===== config.mk =====
export PLATFORM = sky130hd
export DESIGN_NAME = scroll_marquee_mux_flat
export DESIGN_NICKNAME = d
export VERILOG_FILES = /design/src/rtl/scroll_marquee_mux_if.sv /design/src/rtl/scroll_marquee_mux.sv /design/src/flat_wrapper.sv
export SDC_FILE = /design/constraint.sdc
export NUM_CORES = 1
export LEC_CHECK = 0
export ABC_AREA = 1
export BUFFER_PORTS_ARGS = -buffer_cell sky130_fd_sc_hd__buf_2
export CELL_PAD_IN_SITES_DETAIL_PLACEMENT = 1
export CELL_PAD_IN_SITES_GLOBAL_PLACEMENT = 1
export CORE_ASPECT_RATIO = 0.9
export CORE_MARGIN = 2
export CORE_UTILIZATION = 51
export DETAILED_ROUTE_END_ITERATION = 7
export PLACE_DENSITY = 0.85
export SLEW_MARGIN = 20
export SYNTH_ARGS = -nofsm -noshare
export SYNTH_HDL_FRONTEND = slang
export SYNTH_SLANG_ARGS = --single-unit

===== constraint.sdc =====
create_clock -name fastclk -period 6.2 [get_ports fastclk]
set_clock_uncertainty 0.2 [all_clocks]
set_input_delay 1.24 -clock fastclk [delete_from_list [all_inputs] [get_ports fastclk]]
set_output_delay 1.24 -clock fastclk [all_outputs]
set_load 0.02 [all_outputs]

===== src/rtl/scroll_marquee_mux_if.sv =====
// ---------------------------------------------------------------------------
// scroll_marquee_mux_if
// Bus bundle between the board-level controller (buttons / loader FSM) and
// the scrolling marquee driver.
//   wr_en/wr_addr/wr_data : message buffer write port
//   len, run, dir         : scroll control (length, run/hold, direction)
//   select, hex_display   : digit enable (one-hot) and segment pattern
//   offset, wrap          : current leftmost message index and wrap pulse
// master = controller side, slave = marquee driver.
// ---------------------------------------------------------------------------
interface scroll_marquee_mux_if #(
   parameter int DIGITS  = 4,
   parameter int MSG_LEN = 16,
   localparam int AW     = $clog2(MSG_LEN)
);
   logic              wr_en;
   logic [AW-1:0]     wr_addr;
   logic [7:0]        wr_data;
   logic [AW:0]       len;
   logic              run;
   logic              dir;
   logic [DIGITS-1:0] select;
   logic [7:0]        hex_display;
   logic [AW-1:0]     offset;
   logic              wrap;

   modport master (
      output wr_en, wr_addr, wr_data, len, run, dir,
      input  select, hex_display, offset, wrap
   );

   modport slave (
      input  wr_en, wr_addr, wr_data, len, run, dir,
      output select, hex_display, offset, wrap
   );
endinterface


===== src/rtl/scroll_marquee_mux.sv =====
// ---------------------------------------------------------------------------
// scroll_marquee_mux
// Scrolling-message driver for a multiplexed 7-segment bank. A writable
// message buffer is shown through a DIGITS-wide window; a scan timer
// time-multiplexes the digits and a step timer rotates the window.
//   fastclk : system clock
//   reset   : synchronous, active-high
//   bus     : scroll_marquee_mux_if.slave (write port, controls, outputs)
// ---------------------------------------------------------------------------
module scroll_marquee_mux #(
   parameter int DIGITS   = 4,
   parameter int MSG_LEN  = 16,
   parameter int SCAN_DIV = 200000,
   parameter int STEP_DIV = 100000000
) (
   input logic                 fastclk,
   input logic                 reset,
   scroll_marquee_mux_if.slave bus
);
   localparam int AW  = $clog2(MSG_LEN);
   localparam int DW  = (DIGITS > 1) ? $clog2(DIGITS) : 1;
   localparam int SCW = (SCAN_DIV > 1) ? $clog2(SCAN_DIV) : 1;
   localparam int STW = (STEP_DIV > 1) ? $clog2(STEP_DIV) : 1;
   localparam logic [AW:0] MSG_LEN_W = (AW+1)'(MSG_LEN);

   logic [7:0]        msg_q [MSG_LEN];
   logic [SCW-1:0]    scan_cnt_q, scan_cnt_d;
   logic [STW-1:0]    step_cnt_q, step_cnt_d;
   logic [DW-1:0]     dig_q, dig_d;
   logic [AW-1:0]     rd_ptr_q, rd_ptr_d;
   logic [AW-1:0]     offset_q, offset_d;
   logic [DIGITS-1:0] select_q, select_d;
   logic [7:0]        hex_q, hex_d;
   logic              wrap_q, wrap_d;

   logic [AW:0]       len_eff_s;
   logic [AW:0]       ptr_inc_s;
   logic              scan_tick_s;
   logic              step_tick_s;
   logic              wr_ok_s;

   // Address range check only exists when the address space exceeds the buffer.
   generate
      if ((2 ** AW) > MSG_LEN) begin : g_addr_chk
         assign wr_ok_s = bus.wr_en && (bus.wr_addr < AW'(MSG_LEN));
      end else begin : g_addr_full
         assign wr_ok_s = bus.wr_en;
      end
   endgenerate

   // Effective length: 0 behaves as 1, oversize clamps to the buffer depth.
   always_comb begin
      len_eff_s = bus.len;
      if (bus.len == (AW+1)'(0)) begin
         len_eff_s = (AW+1)'(1);
      end else if (bus.len > MSG_LEN_W) begin
         len_eff_s = MSG_LEN_W;
      end else begin
         len_eff_s = bus.len;
      end
   end

   assign scan_tick_s = (scan_cnt_q == SCW'(SCAN_DIV - 1));
   assign step_tick_s = bus.run && (step_cnt_q == STW'(STEP_DIV - 1));
   assign ptr_inc_s   = {1'b0, rd_ptr_q} + (AW+1)'(1);

   // Scan path: slot timer, digit index, read pointer and registered outputs.
   always_comb begin
      scan_cnt_d = scan_tick_s ? SCW'(0) : scan_cnt_q + SCW'(1);
      dig_d      = dig_q;
      rd_ptr_d   = rd_ptr_q;
      select_d   = select_q;
      hex_d      = hex_q;
      if (scan_tick_s) begin
         // Digit 0 latches the offset, so a frame never mixes two offsets.
         if (dig_q == DW'(0)) begin
            rd_ptr_d = offset_q;
         end else if (ptr_inc_s >= len_eff_s) begin
            rd_ptr_d = AW'(0);
         end else begin
            rd_ptr_d = ptr_inc_s[AW-1:0];
         end
         hex_d    = msg_q[rd_ptr_d];
         select_d = DIGITS'(1) << (DW'(DIGITS - 1) - dig_q);
         dig_d    = (dig_q == DW'(DIGITS - 1)) ? DW'(0) : dig_q + DW'(1);
      end else begin
         dig_d = dig_q;
      end
   end

   // Step path: run-gated step timer, offset update and wrap pulse.
   always_comb begin
      step_cnt_d = step_cnt_q;
      offset_d   = offset_q;
      wrap_d     = 1'b0;
      if (bus.run) begin
         step_cnt_d = step_tick_s ? STW'(0) : step_cnt_q + STW'(1);
      end else begin
         step_cnt_d = step_cnt_q;
      end
      // A shrunk length pulls the offset back in range silently.
      if ({1'b0, offset_q} >= len_eff_s) begin
         offset_d = AW'(0);
      end else if (step_tick_s) begin
         if (!bus.dir) begin
            if (({1'b0, offset_q} + (AW+1)'(1)) == len_eff_s) begin
               offset_d = AW'(0);
               wrap_d   = 1'b1;
            end else begin
               offset_d = offset_q + AW'(1);
            end
         end else begin
            if (offset_q == AW'(0)) begin
               offset_d = AW'(len_eff_s - (AW+1)'(1));
               wrap_d   = 1'b1;
            end else begin
               offset_d = offset_q - AW'(1);
            end
         end
      end else begin
         offset_d = offset_q;
      end
   end

   // Message buffer: cleared on reset, written only for in-range addresses.
   always_ff @(posedge fastclk) begin
      if (reset) begin
         for (int i = 0; i < MSG_LEN; i++) begin
            msg_q[i] <= 8'h00;
         end
      end else if (wr_ok_s) begin
         msg_q[bus.wr_addr] <= bus.wr_data;
      end
   end

   // Timer, pointer, offset and output state registers.
   always_ff @(posedge fastclk) begin
      if (reset) begin
         scan_cnt_q <= SCW'(0);
         step_cnt_q <= STW'(0);
         dig_q      <= DW'(0);
         rd_ptr_q   <= AW'(0);
         offset_q   <= AW'(0);
         select_q   <= DIGITS'(0);
         hex_q      <= 8'h00;
         wrap_q     <= 1'b0;
      end else begin
         scan_cnt_q <= scan_cnt_d;
         step_cnt_q <= step_cnt_d;
         dig_q      <= dig_d;
         rd_ptr_q   <= rd_ptr_d;
         offset_q   <= offset_d;
         select_q   <= select_d;
         hex_q      <= hex_d;
         wrap_q     <= wrap_d;
      end
   end

   assign bus.select      = select_q;
   assign bus.hex_display = hex_q;
   assign bus.offset      = offset_q;
   assign bus.wrap        = wrap_q;
endmodule

===== src/flat_wrapper.sv =====
// flat-port wrapper written by rule: the top's interface ports become plain ports
module scroll_marquee_mux_flat 
#(
   parameter int DIGITS   = 4,
   parameter int MSG_LEN  = 16,
   parameter int SCAN_DIV = 200000,
   parameter int STEP_DIV = 100000000
)
  (fastclk, reset, bus_wr_en, bus_wr_addr, bus_wr_data, bus_len, bus_run, bus_dir, bus_select, bus_hex_display, bus_offset, bus_wrap);
  scroll_marquee_mux_if #(.DIGITS(DIGITS), .MSG_LEN(MSG_LEN)) bus_i ();
  input logic fastclk;
  input logic reset;
  input wire logic [$bits(bus_i.wr_en)-1:0] bus_wr_en;
  input wire logic [$bits(bus_i.wr_addr)-1:0] bus_wr_addr;
  input wire logic [$bits(bus_i.wr_data)-1:0] bus_wr_data;
  input wire logic [$bits(bus_i.len)-1:0] bus_len;
  input wire logic [$bits(bus_i.run)-1:0] bus_run;
  input wire logic [$bits(bus_i.dir)-1:0] bus_dir;
  output wire logic [$bits(bus_i.select)-1:0] bus_select;
  output wire logic [$bits(bus_i.hex_display)-1:0] bus_hex_display;
  output wire logic [$bits(bus_i.offset)-1:0] bus_offset;
  output wire logic [$bits(bus_i.wrap)-1:0] bus_wrap;
  assign bus_i.wr_en = bus_wr_en;
  assign bus_i.wr_addr = bus_wr_addr;
  assign bus_i.wr_data = bus_wr_data;
  assign bus_i.len = bus_len;
  assign bus_i.run = bus_run;
  assign bus_i.dir = bus_dir;
  assign bus_select = bus_i.select;
  assign bus_hex_display = bus_i.hex_display;
  assign bus_offset = bus_i.offset;
  assign bus_wrap = bus_i.wrap;
  scroll_marquee_mux #(.DIGITS(DIGITS), .MSG_LEN(MSG_LEN), .SCAN_DIV(SCAN_DIV), .STEP_DIV(STEP_DIV)) u_core (.fastclk(fastclk), .reset(reset), .bus(bus_i));
endmodule

# After elaboration in Yosys (flattened, before gate mapping)
# Memory sizes are Yosys's and may differ from the RTL's. A register that Yosys moved wholly into a read port is not among the register bits.
# Cells that the tools add are included.
# totals
ff_bits	60
mem_bits_rw	128
inputBits	22
out_inout_bits	17
n_memories	1
# op_classes
add_sub_neg	9
order_cmp	3
eq_ne	4
shifts	1
mux	21
bitwise	1
reduce_logical	8
# mem_list
memory	depth	width	read_ports	rd_ports_with_merged_regs	write_ports	line	text
u_core.msg_q	16	8	1	1	16	scroll_marquee_mux.sv:26	logic [7:0] msg_q [MSG_LEN];
# op_table
operator	count
$mux 4	7
$add 27x1->27 const B	1
$eq 27x27->1 const B	1
$mux 27	1
$add 18x1->18 const B	1
$eq 18x18->1 const B	1
$add 4x1->5 const B	2
$mux 5	2
$mux 1	9
$mux 8	1
$reduce_or 8->1	1
$sub 4x1->4 const B	2
$eq 5x5->1	1
$ge 4x5->1	1
$ge 5x5->1	1
$gt 5x5->1 const B	1
$logic_not 5->1	1
$add 4x1->4 const B	1
$logic_not 4->1	1
$reduce_or 2->1	2
$shl 1x2->4 const A	1
$reduce_or 3->1	1
$add 2x1->2 const B	1
$eq 2x2->1 const B	1
other kinds (5)	5

# Logic depth before layout (Yosys ltp)
# depth
depth_word	7
depth_mapped	18
ltp_nobuf	17

# Worst setup path after synthesis
# OpenSTA, ideal clock, no wires.
# synth_path
path_type	input to register
from	input port bus_len[4]
to	register u_core.hex_q[3], in the netlist u_core.bus.hex_display[3], read port of u_core.msg_q
arrival_ns	2.831
slack_ns	3.042
path_stages	16
n_path_buf	1
cell_sequence	clkinv_1 nand2_1 ha_1 nand2_1 inv_1 nand2_1 nand4_2 nand2_2 buf_2 nand2_1 nand3_1 nand3_1 nand3_1 nand2_1 nor2_1 nor2_1
# synth_via
elab_chain_cells	7
elab_cells_between_ends	8
# synth_lines
element	line	text
from (decl)	flat_wrapper.sv:16	input wire logic [$bits(bus_i.len)-1:0] bus_len;
$gt 5x5->1	scroll_marquee_mux.sv:56	end else if (bus.len > MSG_LEN_W) begin
$mux 5	scroll_marquee_mux.sv:56	
$mux 5 *	scroll_marquee_mux.sv:54	if (bus.len == (AW+1)'(0)) begin
$ge 5x5->1 *	scroll_marquee_mux.sv:78	end else if (ptr_inc_s >= len_eff_s) begin
$mux 4 *	scroll_marquee_mux.sv:78	
$mux 4 *	scroll_marquee_mux.sv:76	if (dig_q == DW'(0)) begin
$mux 4 *	scroll_marquee_mux.sv:74	if (scan_tick_s) begin
to (decl)	scroll_marquee_mux.sv:33	logic [7:0] hex_q, hex_d;
# Mark *: on every way between the ends. The rest lies on a longest branch, timed or not. The select of a mux whose other input is x is not followed.
# A chain may end at the register's enable or synchronous reset.

# Worst setup path after layout
# layout_path
from	input port bus_len[4]
to	register u_core.hex_q[1], in the netlist u_core.bus.hex_display[1], read port of u_core.msg_q
# The elaborated chain is that of the path after synthesis.

==> flow_summary_export.csv <==
group,metric,value,unit
timing,max_slew_margin,0.3182,
timing,hold_viol_final,0,
synth,synthArstFlopShare,0,
synth,synth_area_leaders,"edfxtp_1 39%, dfxtp_1 14%, nand3_1 8.0%",
critical_path,crit_end,"u_core.bus.hex_display[1]",
timing,fin_crit,4128,ps
synth,yosysWarnings,0,
synth,yosysTopAreaCellShare,0.3868,
critical_path,worstRegToRegCells,15,
placement,hpwl,19.07,mm
floorplanning,die_w,151.1,um
synth,synth_edf_count,128,
drt,wl,28.83,mm
critical_path,crit_type,"in2reg",
synth,ys_ff_latch,196,
global_route,grt_pass1_wl,45.04,mm
floorplanning,start_util,0.5187,
timing,setup_viol,0,
timing,hold_ws,279.4,ps
critical_path,cpPeakStageDelay,570,ps
critical_path,path_common_cell,"nand2_1",
drt,dr.pass1.iters,5,
drt,vias,8305,
critical_path,cp.required,6350,ps
placement,portBuffers,38,
final_layout,antenna_cells,0,
synth,syn-instance-count,1184,
timing,rsz0062_at_grt,"false",
timing,period_share,0.6658,
status,outcome,"finished, final reports clean",
synth,ys.flop_type,"edfxtp_1",
power,vdd_drop_max,0.2055,mV
global_route,grt_max_degree,67,
critical_path,crit_start,"bus_len[4]",
critical_path,crit_slowest_cell,"nand2_2",
drt,drt_iter0_drc,757,
timing,fmax,0.2422,GHz
final_layout,drive_above_1_share,0.09481,
placement,place_congestion,0.8799,
synth,synth-seq-area-share,0.5237,
clock_tree,cts_buffers,17,
global_route,overflow,0,
clock_tree,holdBufCountCts,0,
final_layout,stdcell_count,1463,
drt,viasPerCell,5.677,
clock_tree,htreeDepth,4,
clock_tree,cts.clk_slew.worst_paths,80,ps
clock_tree,cts_resized,0,
timing,tightest_slew,1019,ps
synth,netlist_area,9938,um^2
floorplanning,ios,39,
global_route,grt_pass1_vias,8274,
synth,syn-mean-instance-area,8.394,um^2
drt,drc_errors,0,
synth,syn_nets,1225,
clock_tree,cts_tree,"yes",
placement,placed_area,10250,um^2
synth,synthDistinctLibCells,41,
critical_path,rrSetupSlack,2490,ps
clock_tree,cts.sinks,196,
synth,yosysTopAreaCell,"edfxtp_1",
critical_path,start_kind,"input port",
final_layout,area_delta_synth_final,8.725,%
critical_path,crit_arrival,4270,ps
clock_tree,cts_setup_buffers,0,
run,drv_cap,0,
timing,maxSlewViolCount,0,
min_path,worstHoldPathType,"reg2reg",
floorplanning,die_area,20620,um^2
power,powerDensity,249.0,nW/um^2
floorplanning,rows,48,
clock_tree,clock_latency,450,ps
clock_tree,cts_buffer_depth,2,
floorplanning,coreArea,19160,um^2
global_route,grt_use_total,0.2887,
critical_path,end_kind,"flip-flop",
placement,dp_cells,1431,
timing,tns,0,ps
final_layout,finalInstanceArea,10810,um^2
floorplanning,die_y,136.4,um
critical_path,critPathMaxFanout,33,
clock_tree,clockRootBuffer,"clkbuf_16",
power,fin_total_pwr,2691,uW
critical_path,worstReg2RegStart,"u_core.rd_ptr_q[0]",
critical_path,r2r_end,"u_core.bus.hex_display[1]",
drt,ant_nets,0,
critical_path,path_cells,"buf_2 > clkinv_1 > nand2_1 > ha_1 > nand2_1 > nand2_1 > nand2_1 > nand4_1 > nand2_2 > inv_2 > nand3_1 > nand3_1 > nand3_1 > nand3_1 > nand2_1 > inv_1",
global_route,grt_antenna_before_repair,0,
final_layout,layout.nets,1241,
drt,wl_per_cell,19.71,um
power,cellLeakagePower,0.004456,uW
## power by group
group	leakage, uW	switching, uW	internal [uW]
Combinational	0.00241	107	41.1
Clock	0.000282	542	545
Sequential	0.00177	16.9	1440
## critical path: cells and delay by family
family,cells,cell delay (ps)
adder cells (fa/ha/maj),1,280
buffers and inverters,4,790
AND/OR/NAND/NOR,11,1900
## registers in the layout, summed over array words and instances (netlist names)
| name | cells |
|---|---|
| u_core.bus.hex_display | 8 |
| u_core.step_cnt_q | 27 |
| u_core.bus.wrap | 1 |
| u_core.msg_q | 128 |
| u_core.bus.offset | 4 |
| u_core.bus.select | 4 |
| u_core.rd_ptr_q | 4 |
| u_core.scan_cnt_q | 18 |
| u_core.dig_q | 2 |
## metrics by stage
step,utilization,worst slack (ps)
final,0.5640,2072
after floorplan,-,3042
after detailed placement,0.5349,1780
after global placement,0.5349,1922
after CTS,0.5640,2102
after global routing,0.5640,1871
## area by class of cell
| class | instances | area [um^2] |
|---|---|---|
| inverters | 154 | 580.6 |
| multi-input cells | 788 | 3923 |
| fillers | 2311 | 8353 |
| well taps | 250 | 312.8 |
| repair buffers | 43 | 227.7 |
| clock inverters | 15 | 131.4 |
| clock buffers | 17 | 425.4 |
| flip-flops and latches | 196 | 5205 |
## logic make-up after synthesis
family | Yosys count | share of synthesized area
compound gates | 66 | 0.03638
xor+xnor | 16 | 0.01410
fa+ha+maj | 19 | 0.02392
buf+inv | 200 | 0.08183
flops | 196 | 0.5237
simple gates | 687 | 0.3200
## Yosys cell counts (all sizes together) (2+ instances only)
library cell  number
nor3b              4
nor4               6
dfxtp             68
nand3b            50
xor2              11
a21oi             28
buf               29
xnor2              5
a31oi              4
clkbuf            17
ha                19
inv              152
nand2            205
or2                3
nor3              24
clkinv             2
and3               2
edfxtp           128
nand3            161
nor2             220
o21a               6
nand4             12
o21ai             25
## cells in the final DEF (no fill, tap or decap), types with 10 or more instances in the layout
cell type,instances
nor2_1,211
nand2_1,199
nand3_1,159
inv_1,141
edfxtp_1,128
dfxtp_1,68
nand3b_1,50
buf_2,38
a21oi_1,27
o21ai_0,22
nor3_1,19
ha_1,19
clkbuf_16,17
xor2_1,11
inv_2,10
nand4_1,10
## how the worst min path moves through the flow
| stage | startpoint | to | slack, ps | cells past startpoint |
|---|---|---|---|---|
| final | u_core.scan_cnt_q[0] | u_core.scan_cnt_q[0] | 280 | 1 |
| after global routing | u_core.scan_cnt_q[0] | u_core.scan_cnt_q[0] | 300 | 1 |
| after CTS | u_core.bus.select[1] | u_core.bus.select[1] | 280 | 2 |
| after detailed placement | u_core.scan_cnt_q[0] | u_core.scan_cnt_q[0] | 260 | 1 |
| after global placement | u_core.scan_cnt_q[0] | u_core.scan_cnt_q[0] | 240 | 1 |
| after floorplan | u_core.scan_cnt_q[0] | u_core.scan_cnt_q[0] | 230 | 1 |
## routing by layer
layer / global-route usage / vias to the layer above / part of all wire
li1: - / 3923 / -
met1: 0.3908 / 4081 / 0.44
met2: 0.4697 / 250 / 0.47
met3: 0.04698 / 51 / 0.060
met4: 0.1059 / 0 / 0.023
met5: 0 / - / 0
Note: power is estimated with default switching activity, not from simulation.
